File: config.mk
export PLATFORM = sky130hd
export DESIGN_NAME = pc_sequencer
export DESIGN_NICKNAME = d
export VERILOG_FILES = /design/src/rtl/mips_seq_pkg.sv /design/src/rtl/pc_next_calc.sv /design/src/rtl/pc_sequencer.sv
export SDC_FILE = /design/constraint.sdc
export NUM_CORES = 1
export LEC_CHECK = 0
export CAP_MARGIN = 20
export CORE_ASPECT_RATIO = 1.5
export CORE_MARGIN = 2
export CORE_UTILIZATION = 40
export DETAILED_ROUTE_END_ITERATION = 16
export DONT_BUFFER_PORTS = 1
export PLACE_DENSITY = 0.5
export SYNTH_ARGS = -nofsm -noshare
export SYNTH_HDL_FRONTEND = slang
export SYNTH_SLANG_ARGS = --single-unit
File: constraint.sdc
create_clock -name clk -period 5 [get_ports clk]
set_clock_uncertainty 0.05 [all_clocks]
set_input_delay 0.25 -clock clk [delete_from_list [all_inputs] [get_ports clk]]
set_output_delay 0.25 -clock clk [all_outputs]
set_load 0.05 [all_outputs]
File: src/rtl/mips_seq_pkg.sv
// Shared types and opcode constants for the MiniMIPS multi-cycle control sequencer.
package mips_seq_pkg;

  typedef enum logic [2:0] {
    ST_IDLE   = 3'd0,
    ST_FETCH  = 3'd1,
    ST_EXEC   = 3'd2,
    ST_MEM    = 3'd3,
    ST_WB     = 3'd4,
    ST_HALTED = 3'd5
  } seq_state_t;

  localparam logic [3:0] OP_RTYPE = 4'h0;
  localparam logic [3:0] OP_LW    = 4'h4;
  localparam logic [3:0] OP_SW    = 4'h5;
  localparam logic [3:0] OP_BEQ   = 4'h8;
  localparam logic [3:0] OP_J     = 4'hC;
  localparam logic [3:0] OP_HALT  = 4'hF;

  function automatic logic is_mem_op(input logic [3:0] op);
    return (op == OP_LW) || (op == OP_SW);
  endfunction

endpackage

File: src/rtl/pc_next_calc.sv
// Combinational next-PC selection: jump, taken branch, or sequential increment (all mod 2^PC_W).
module pc_next_calc
  import mips_seq_pkg::*;
#(
  parameter int unsigned PC_W = 32
) (
  input  logic [PC_W-1:0] pc,
  input  logic [15:0]     ir,
  input  logic            take,
  output logic [PC_W-1:0] next_pc
);

  logic [PC_W-1:0] seq_pc_s;
  logic [PC_W-1:0] br_off_s;

  assign seq_pc_s = pc + {{(PC_W-1){1'b0}}, 1'b1};
  assign br_off_s = {{(PC_W-6){ir[5]}}, ir[5:0]};

  // Select the successor PC from the latched opcode and branch outcome.
  always_comb begin
    next_pc = seq_pc_s;
    case (ir[15:12])
      OP_J: begin
        next_pc = {pc[PC_W-1:12], ir[11:0]};
      end
      OP_BEQ: begin
        if (take) begin
          next_pc = seq_pc_s + br_off_s;
        end else begin
          next_pc = seq_pc_s;
        end
      end
      default: begin
        next_pc = seq_pc_s;
      end
    endcase
  end

endmodule

File: src/rtl/pc_sequencer.sv
// Multi-cycle FETCH/EXEC/MEM/WB sequencer owning the MiniMIPS program counter.
// Define PC_SEQ_TIMEOUT_EN to enable the MEM watchdog that raises a sticky fault and halts.
module pc_sequencer
  import mips_seq_pkg::*;
#(
  parameter int unsigned     PC_W        = 32,
  parameter logic [PC_W-1:0] RESET_PC    = {PC_W{1'b0}},
  parameter int unsigned     MEM_TIMEOUT = 15
) (
  input  logic            clk,
  input  logic            rst,
  input  logic            start,
  input  logic [15:0]     instruction,
  input  logic            alu_zero,
  input  logic            mem_ack,
  output logic [PC_W-1:0] pc_address,
  output logic [15:0]     ir,
  output logic            mem_req,
  output logic            wb_en,
  output logic            busy,
  output logic            halted,
  output logic            fault
);

  seq_state_t      state_q, state_d;
  logic [PC_W-1:0] pc_q, pc_d;
  logic [PC_W-1:0] next_pc_s;
  logic [15:0]     ir_q, ir_d;
  logic            take_q, take_d;
  logic            mem_req_q, mem_req_d;
  logic            wb_en_q, wb_en_d;
  logic            busy_q, busy_d;
  logic            halted_q, halted_d;
  logic [3:0]      op_s;

`ifdef PC_SEQ_TIMEOUT_EN
  localparam int unsigned WDOG_W = ($clog2(MEM_TIMEOUT + 1) > 4) ? $clog2(MEM_TIMEOUT + 1) : 4;
  localparam logic [WDOG_W-1:0] WDOG_LAST = WDOG_W'(MEM_TIMEOUT - 1);
  logic [WDOG_W-1:0] wdog_q, wdog_d;
  logic              fault_q, fault_d;
`endif

  assign op_s = ir_q[15:12];

  pc_next_calc #(
    .PC_W(PC_W)
  ) u_pc_next (
    .pc     (pc_q),
    .ir     (ir_q),
    .take   (take_q),
    .next_pc(next_pc_s)
  );

  // Next-state, datapath-register and registered-output decode.
  always_comb begin
    state_d = state_q;
    pc_d    = pc_q;
    ir_d    = ir_q;
    take_d  = take_q;
`ifdef PC_SEQ_TIMEOUT_EN
    wdog_d  = wdog_q;
    fault_d = fault_q;
`endif
    case (state_q)
      ST_IDLE: begin
        if (start) begin
          state_d = ST_FETCH;
        end else begin
          state_d = ST_IDLE;
        end
      end
      ST_FETCH: begin
        ir_d    = instruction;
        state_d = ST_EXEC;
      end
      ST_EXEC: begin
        if (op_s == OP_BEQ) begin
          take_d = alu_zero;
        end else begin
          take_d = take_q;
        end
        if (is_mem_op(op_s)) begin
          state_d = ST_MEM;
`ifdef PC_SEQ_TIMEOUT_EN
          wdog_d  = {WDOG_W{1'b0}};
`endif
        end else if (op_s == OP_HALT) begin
          state_d = ST_HALTED;
        end else begin
          state_d = ST_WB;
        end
      end
      ST_MEM: begin
        if (mem_ack) begin
          state_d = ST_WB;
        end
`ifdef PC_SEQ_TIMEOUT_EN
        else if (wdog_q == WDOG_LAST) begin
          state_d = ST_HALTED;
          fault_d = 1'b1;
        end else begin
          wdog_d = wdog_q + {{(WDOG_W-1){1'b0}}, 1'b1};
        end
`else
        else begin
          state_d = ST_MEM;
        end
`endif
      end
      ST_WB: begin
        // The PC moves only here, so pc_address is stable across the instruction.
        pc_d    = next_pc_s;
        state_d = ST_FETCH;
      end
      ST_HALTED: begin
        state_d = ST_HALTED;
      end
      default: begin
        state_d = ST_IDLE;
      end
    endcase

    mem_req_d = (state_d == ST_MEM);
    wb_en_d   = (state_d == ST_WB);
    busy_d    = (state_d != ST_IDLE) && (state_d != ST_HALTED);
    halted_d  = (state_d == ST_HALTED);
  end

  // State, PC, IR and output registers with synchronous reset priority.
  always_ff @(posedge clk) begin
    if (rst) begin
      state_q   <= ST_IDLE;
      pc_q      <= RESET_PC;
      ir_q      <= 16'h0000;
      take_q    <= 1'b0;
      mem_req_q <= 1'b0;
      wb_en_q   <= 1'b0;
      busy_q    <= 1'b0;
      halted_q  <= 1'b0;
    end else begin
      state_q   <= state_d;
      pc_q      <= pc_d;
      ir_q      <= ir_d;
      take_q    <= take_d;
      mem_req_q <= mem_req_d;
      wb_en_q   <= wb_en_d;
      busy_q    <= busy_d;
      halted_q  <= halted_d;
    end
  end

`ifdef PC_SEQ_TIMEOUT_EN
  // MEM watchdog counter and sticky fault flag.
  always_ff @(posedge clk) begin
    if (rst) begin
      wdog_q  <= {WDOG_W{1'b0}};
      fault_q <= 1'b0;
    end else begin
      wdog_q  <= wdog_d;
      fault_q <= fault_d;
    end
  end

  assign fault = fault_q;
`else
  assign fault = 1'b0;
`endif

  assign pc_address = pc_q;
  assign ir         = ir_q;
  assign mem_req    = mem_req_q;
  assign wb_en      = wb_en_q;
  assign busy       = busy_q;
  assign halted     = halted_q;

endmodule

==> metrics.csv, run 1 <==
stage,metric,value,unit
setup_path,timing.rr.start,pc_address[5],
hold_path,holdPathEnd,pc_address[29],
power,switching_share,0.362,
yosys,synth_area,0.00499,mm^2
yosys,synth_edf_count,0,
yosys,synth_area_leaders,"dfxtp_1, ha_1, a21oi_1",
power,peakVddDrop,0.122,mV
run,maxCapViolations,0,
clocking,postCtsSetupBuffers,0,
sta,rsz0062_at_grt,no,
grt,grt_util_met2,0.468,
yosys,syn_inst,685,
grt,grt_usage,0.265,
detailed_routing,avgViaCountPerCell,6.09,
clocking,clock_path_buffers,2,
setup_path,path_max_fanout,6,
clocking,clk_latency,310,ps
clocking,htreeDepth,2,
clocking,root_buffer,clkbuf_16,
floorplan,core,0.0123,mm^2
floorplan,die-area,0.0134,mm^2
hold_path,hp-start,rst,
detailed_routing,drt_iter0_markers,224,
clocking,cts_buffers,5,
cells_and_area,nNetsFinal,750,
power,comb_power_share,0.184,
grt,met1_usage,0.292,
cells_and_area,final_common_cell,nand2_1,
setup_path,rr_endpoint,pc_address[29],
cells_and_area,fillerInstances,1298,
power,power.internal,0.729,mW
detailed_routing,avgRoutedWirePerCell,20.7,um
cells_and_area,area.sequential,0.00112,mm^2
hold_path,hold_depth,1,
grt,grt_most_used_layer,met2,
power,powerDensity,210,mW/mm^2
placed_design,dp_hpwl,13.0,mm
setup_path,crit_required,5190,ps
clocking,clk_pin_slew_worst_paths,90,ps
cells_and_area,area_delta_synth_final,9.23,%
placed_design,gp_congestion,0.918,
setup_path,cp-start-kind,register,
setup_path,crit_type,register to register,
power,switching_power,0.413,mW
setup_path,end_kind,register,
sta,fmax,236,MHz
sta,period_minus_slack,4230,ps
yosys,synth_ff_type,dfxtp_1,
power,finalPower,1.14,mW
yosys,yosysWarnings,0,
detailed_routing,ant_nets,0,
yosys,synth-seq-area-share,0.225,
cells_and_area,multi_input_area,0.00367,mm^2
cells_and_area,drive_above_1_share,0.0785,
yosys,ys_seq_elements,56,
floorplan,start_util,0.405,
floorplan,io_pins,74,
power,clkPwrFrac,0.353,
run_status,status,finished clean,
yosys,synth-async-reset-ratio,0,
sta,period_share,0.847,
sta,slew_headroom,0.340,
floorplan,die_w,95.2,um
cells_and_area,final_cell_mix,"nand2_1, a21oi_1, nor2_1",
floorplan,die_h,141,um
hold_path,hp-class,primary input to register,
placed_design,port_buffers,0,
grt,grt_pass1_wl,27.2,mm
floorplan,rows,50,
yosys,syn_nets,748,
detailed_routing,drc_errors,0,
yosys,syn_area_per_cell,7.28,um^2
detailed_routing,num_vias,5141,
grt,grt_max_degree,41,
yosys,synth_cell_types,61,
sta,worstMarginPinSlew,985,ps
sta,setup_tns,0,ps
sta,hold_violations,0,
yosys,synth_top_area_share,0.225,
cells_and_area,n_antenna_cell,0,
cells_and_area,final_util,0.442,
detailed_routing,drt_first_pass_iters,4,
grt,antenna_found_initial,0,
grt,overflow,0,
clocking,tritoncts,yes,
yosys,yosys.area.top_type,dfxtp_1,
grt,met3_usage,0.0534,
setup_path,ff2ff_setup_slack,770,ps
power,p_leak,2.27,nW
power,pwr-share-seq,0.463,
clocking,cts.sinks,56,
sta,setup_viol,0,
sta,finalMaxSlewViolations,0,
detailed_routing,drt-total-wl,17.5,mm
setup_path,r2r_cells,15,
setup_path,cp.arrival,4430,ps
grt,grt_pass1_vias,5046,
[sequential cells by signal, indices dropped and copies added, names as in the netlist]
| register | flops |
|---|---|
| mem_req | 1 |
| wb_en | 1 |
| ir | 16 |
| pc_address | 32 |
| state_q | 3 |
| busy | 1 |
| halted | 1 |
| take_q | 1 |
[cells by family (layout without fill, tap and decap cells)]
logic type      count (synthesis)  in the layout  share of synthesized area
compound gates                208            208                      0.265
xor+xnor                       51             51                     0.0896
other cells                     1              1                   0.000752
fa+ha+maj                      42             42                      0.107
mux                             7              7                     0.0141
simple gates                  268            268                      0.257
buf+inv                        52             55                     0.0417
flops                          56             56                      0.225
[Yosys cell counts (10+ instances only)]
cell type  count
a211oi_1      12
a21o_1        13
a21oi_1       70
a22oi_1       10
a31oi_1       10
and3_1        14
clkbuf_1      31
dfxtp_1       56
ha_1          41
inv_1         16
nand2_1       85
nand3_1       27
nand4_1       15
nor2_1        61
nor3_1        21
o21ai_0       41
xnor2_1       27
xor2_1        24
[per-stage QoR]
stage	instance area [um^2]	setup slack, ps	instances	hold WS, ps
2_1_floorplan	4990	959	685	336
3_3_place_gp	5270	824	835	270
3_5_place_dp	5270	832	835	275
4_1_cts	5450	805	844	10.4
5_1_grt	5450	531	844	10.1
6_report	5450	766	844	8.04
[power groups by stage]
stage / combinational (mW) / sequential [mW] / clock (mW)
after floorplan: 0.139 / 0.551 / 0
after CTS: 0.210 / 0.529 / 0.413
final: 0.210 / 0.529 / 0.403
after detailed placement: 0.201 / 0.540 / 0
after global routing: 0.232 / 0.533 / 0.423
after global placement: 0.199 / 0.539 / 0
[what timing repair did]
action                                  4_1_cts  5_1_grt
endpoints found under the hold margin        40        0
endpoints found under the setup margin        0        0
hold buffers                                  1        0
resized for setup                             0        0
[area by class of cell]
cell class	count	share of cell area
Clock inverter	3	0.00528
Timing Repair Buffer	31	0.0450
Clock buffer	5	0.0230
Tap cell	156	0.0358
Sequential cell	56	0.206
Inverter	16	0.0110
Multi-Input combinational cell	577	0.674
[worst max-delay path: stages, from the launching register on]
cell	delay (ps)
dfxtp_1	320
buf_4	220
and2_1	260
and3_1	330
nand4_1	150
xnor2_1	420
ha_1	380
and3_1	210
and4_2	240
nand3_1	80
nand2_1	120
a211oi_1	490
o21ai_1	230
nor3b_1	210
or3_1	370
o211ai_1	90
[metal layers]
metal,vias to the layer above,share of wire
met5,-,0
met4,0,0.044
met3,44,0.062
met2,171,0.51
met1,2428,0.38
li1,2498,-
[worst max-delay path by stage]
stage | from | endpoint | slack, ps | cells past startpoint
floorplan | pc_address[2] | pc_address[31] | 960 | 16
global placement | pc_address[1] | pc_address[29] | 820 | 15
detailed placement | pc_address[5] | pc_address[29] | 830 | 14
CTS | pc_address[5] | pc_address[29] | 810 | 15
global route | pc_address[5] | pc_address[31] | 530 | 16
finish | pc_address[5] | pc_address[29] | 770 | 15
(Power assumes the default switching activity.)
==> run 2, diff against run 1 <==
- PLACE_DENSITY: 0.5 -> 0.52
- clock period: 5 -> 3.7 ns (I/O delays scaled with it)
==> run 2 against run 1 <==
Core utilization rose by 7.3 points. Hold slack improved by 30 ps. Sequential power rose by 27%. Critical path depth fell by 2. Critical path type unchanged. Setup slack got worse by 680 ps. Cell count rose by 9.8%. Via count rose by 6.9%. Largest power group unchanged.
==> metrics.csv, run 2 (same netlist as run 1, synthesis figures left out) <==
stage,metric,value,unit
grt,grt_pass1_wl,28.2,mm
grt,antenna_found_initial,0,
detailed_routing,num_vias,5496,
floorplan,start_util,0.405,
detailed_routing,drt_iter0_markers,294,
cells_and_area,area_delta_synth_final,27.2,%
power,p_leak,2.74,nW
sta,period_share,0.976,
grt,grt_pass1_vias,5448,
sta,finalMaxSlewViolations,0,
clocking,cts_buffers,5,
setup_path,cp-start-kind,register,
sta,worstMarginPinSlew,916,ps
sta,rsz0062_at_grt,yes,
floorplan,rows,50,
floorplan,die_w,95.2,um
sta,timing.hold.ws,38.2,ps
setup_path,critPathMaxStageDelay,430,ps
sta,setup_viol,0,
sta,period_minus_slack,3610,ps
setup_path,path_cells,"nand4_1, nor3_2, nand3_1, buf_4, or3_1, xnor2_1, ha_1, nand4_1, or2_2, nor4_2, o32ai_2, mux2i_1, a21oi_1",
placed_design,gp_congestion,0.969,
sta,slew_headroom,0.386,
setup_path,crit_required,3850,ps
detailed_routing,drt_first_pass_iters,5,
placed_design,port_buffers,0,
clocking,clk_latency,310,ps
setup_path,cp_slowest_cell,nor4_2,
power,peakVddDrop,0.283,mV
run_status,status,finished clean,
setup_path,end_kind,register,
power,finalPower,1.58,mW
cells_and_area,drive_above_1_share,0.214,
floorplan,io_pins,74,
detailed_routing,avgRoutedWirePerCell,19.3,um
clocking,clk_pin_slew_worst_paths,90,ps
cells_and_area,final_common_cell,buf_4,
detailed_routing,ant_nets,0,
cells_and_area,n_antenna_cell,0,
detailed_routing,avgViaCountPerCell,5.93,
setup_path,cpMostUsedCell,nand4_1,
setup_path,path_max_fanout,7,
grt,grt_usage,0.270,
floorplan,die-area,0.0134,mm^2
sta,fmax,277,MHz
setup_path,ff2ff_setup_slack,90,ps
detailed_routing,drt-total-wl,17.9,mm
run,maxCapViolations,0,
cells_and_area,nNetsFinal,833,
grt,overflow,0,
floorplan,die_h,141,um
hold_path,hp-class,primary input to register,
clocking,htreeDepth,2,
cells_and_area,final_cell_mix,"buf_4, nand2_1, a21oi_1",
clocking,tritoncts,yes,
clocking,cts.sinks,56,
clocking,clock_path_buffers,2,
sta,hold_violations,0,
detailed_routing,drc_errors,0,
floorplan,core,0.0123,mm^2
grt,grt_max_degree,42,
cells_and_area,largest_reg_flops,32,
setup_path,crit_type,register to register,
clocking,root_buffer,clkbuf_16,
placed_design,dp_hpwl,13.4,mm
setup_path,cp.arrival,3770,ps
power,powerDensity,250,mW/mm^2
-- run 2: cell count changes in the layout (fill, tap and decap cells not counted), moves of 3 or more --
cell           before  now
buf_4              30   96
dlygate4sd3_1       0   17
dfxtp_1            55   41
dfxtp_4             0    8
dfxtp_2             1    7
xnor2_1            27   21
xnor2_2             0    6
nor3_1             20   16
nor3_2              2    6
a21oi_1            70   67
a21oi_2             0    3
and3_1             14   11
-- run 2: power by group --
part | switching [mW] | total [mW] | internal [mW]
clock network | 0.275 | 0.537 | 0.262
registers | 0.0501 | 0.672 | 0.622
logic | 0.238 | 0.375 | 0.137
total | 0.563 | 1.58 | 1.02
-- run 2: worst paths after layout --
check                start        endpoint  cells past startpoint
min                    rst  pc_address[29]                      3
max reg2reg  pc_address[9]  pc_address[28]                     13
min reg2reg  pc_address[9]   pc_address[9]                      2
max          pc_address[9]  pc_address[28]                     13
-- run 2: area by class of cell --
cell class | count | area, um^2
clock inverters | 3 | 33.8
well taps | 156 | 195
multi-input cells | 577 | 3860
inverters | 16 | 60.1
repair buffers | 114 | 911
clock buffers | 5 | 125
fillers | 1236 | 5980
flip-flops and latches | 56 | 1160
-- run 2: timing repair --
item,in CTS,in global routing
hold buffers,18,0
endpoints found under the hold margin,41,0
pin swaps,0,10
setup endpoints to repair,4,12
resized for setup,5,32
setup buffers,0,6
cloned,0,0
-- run 2: metal layers --
metal  wire [um]  GRT usage  part of all wire
met5           0          0                 0
met4         708      0.117             0.039
met3         959     0.0460             0.053
met2        9220      0.484              0.51
met1        7040      0.308              0.39
-- run 2: worst max-delay path: cells and delay by family, from the launching register on --
kind                       cells  cell delay, ps
and+or+nand+nor                7            1840
adders and majority gates      1             400
DFF                            1             390
AOI/OAI and AO/OA              2             250
buffers and inverters          1             210
muxes                          1             210
xor gates and xnor gates       1             140
-- run 2: metrics by stage --
stage          setup WS, ps  setup TNS (ps)  std cells  cell area, um^2  utilization
3_3_place_gp          -20.2           -20.2        895             5760        0.468
4_1_cts                3.63               0        921             6140        0.498
5_1_grt                -118            -178        927             6340        0.515
6_report               87.6               0        927             6340        0.515
3_5_place_dp          -67.9            -127        895             5760        0.468
2_1_floorplan          2.97               0        685             5030            -
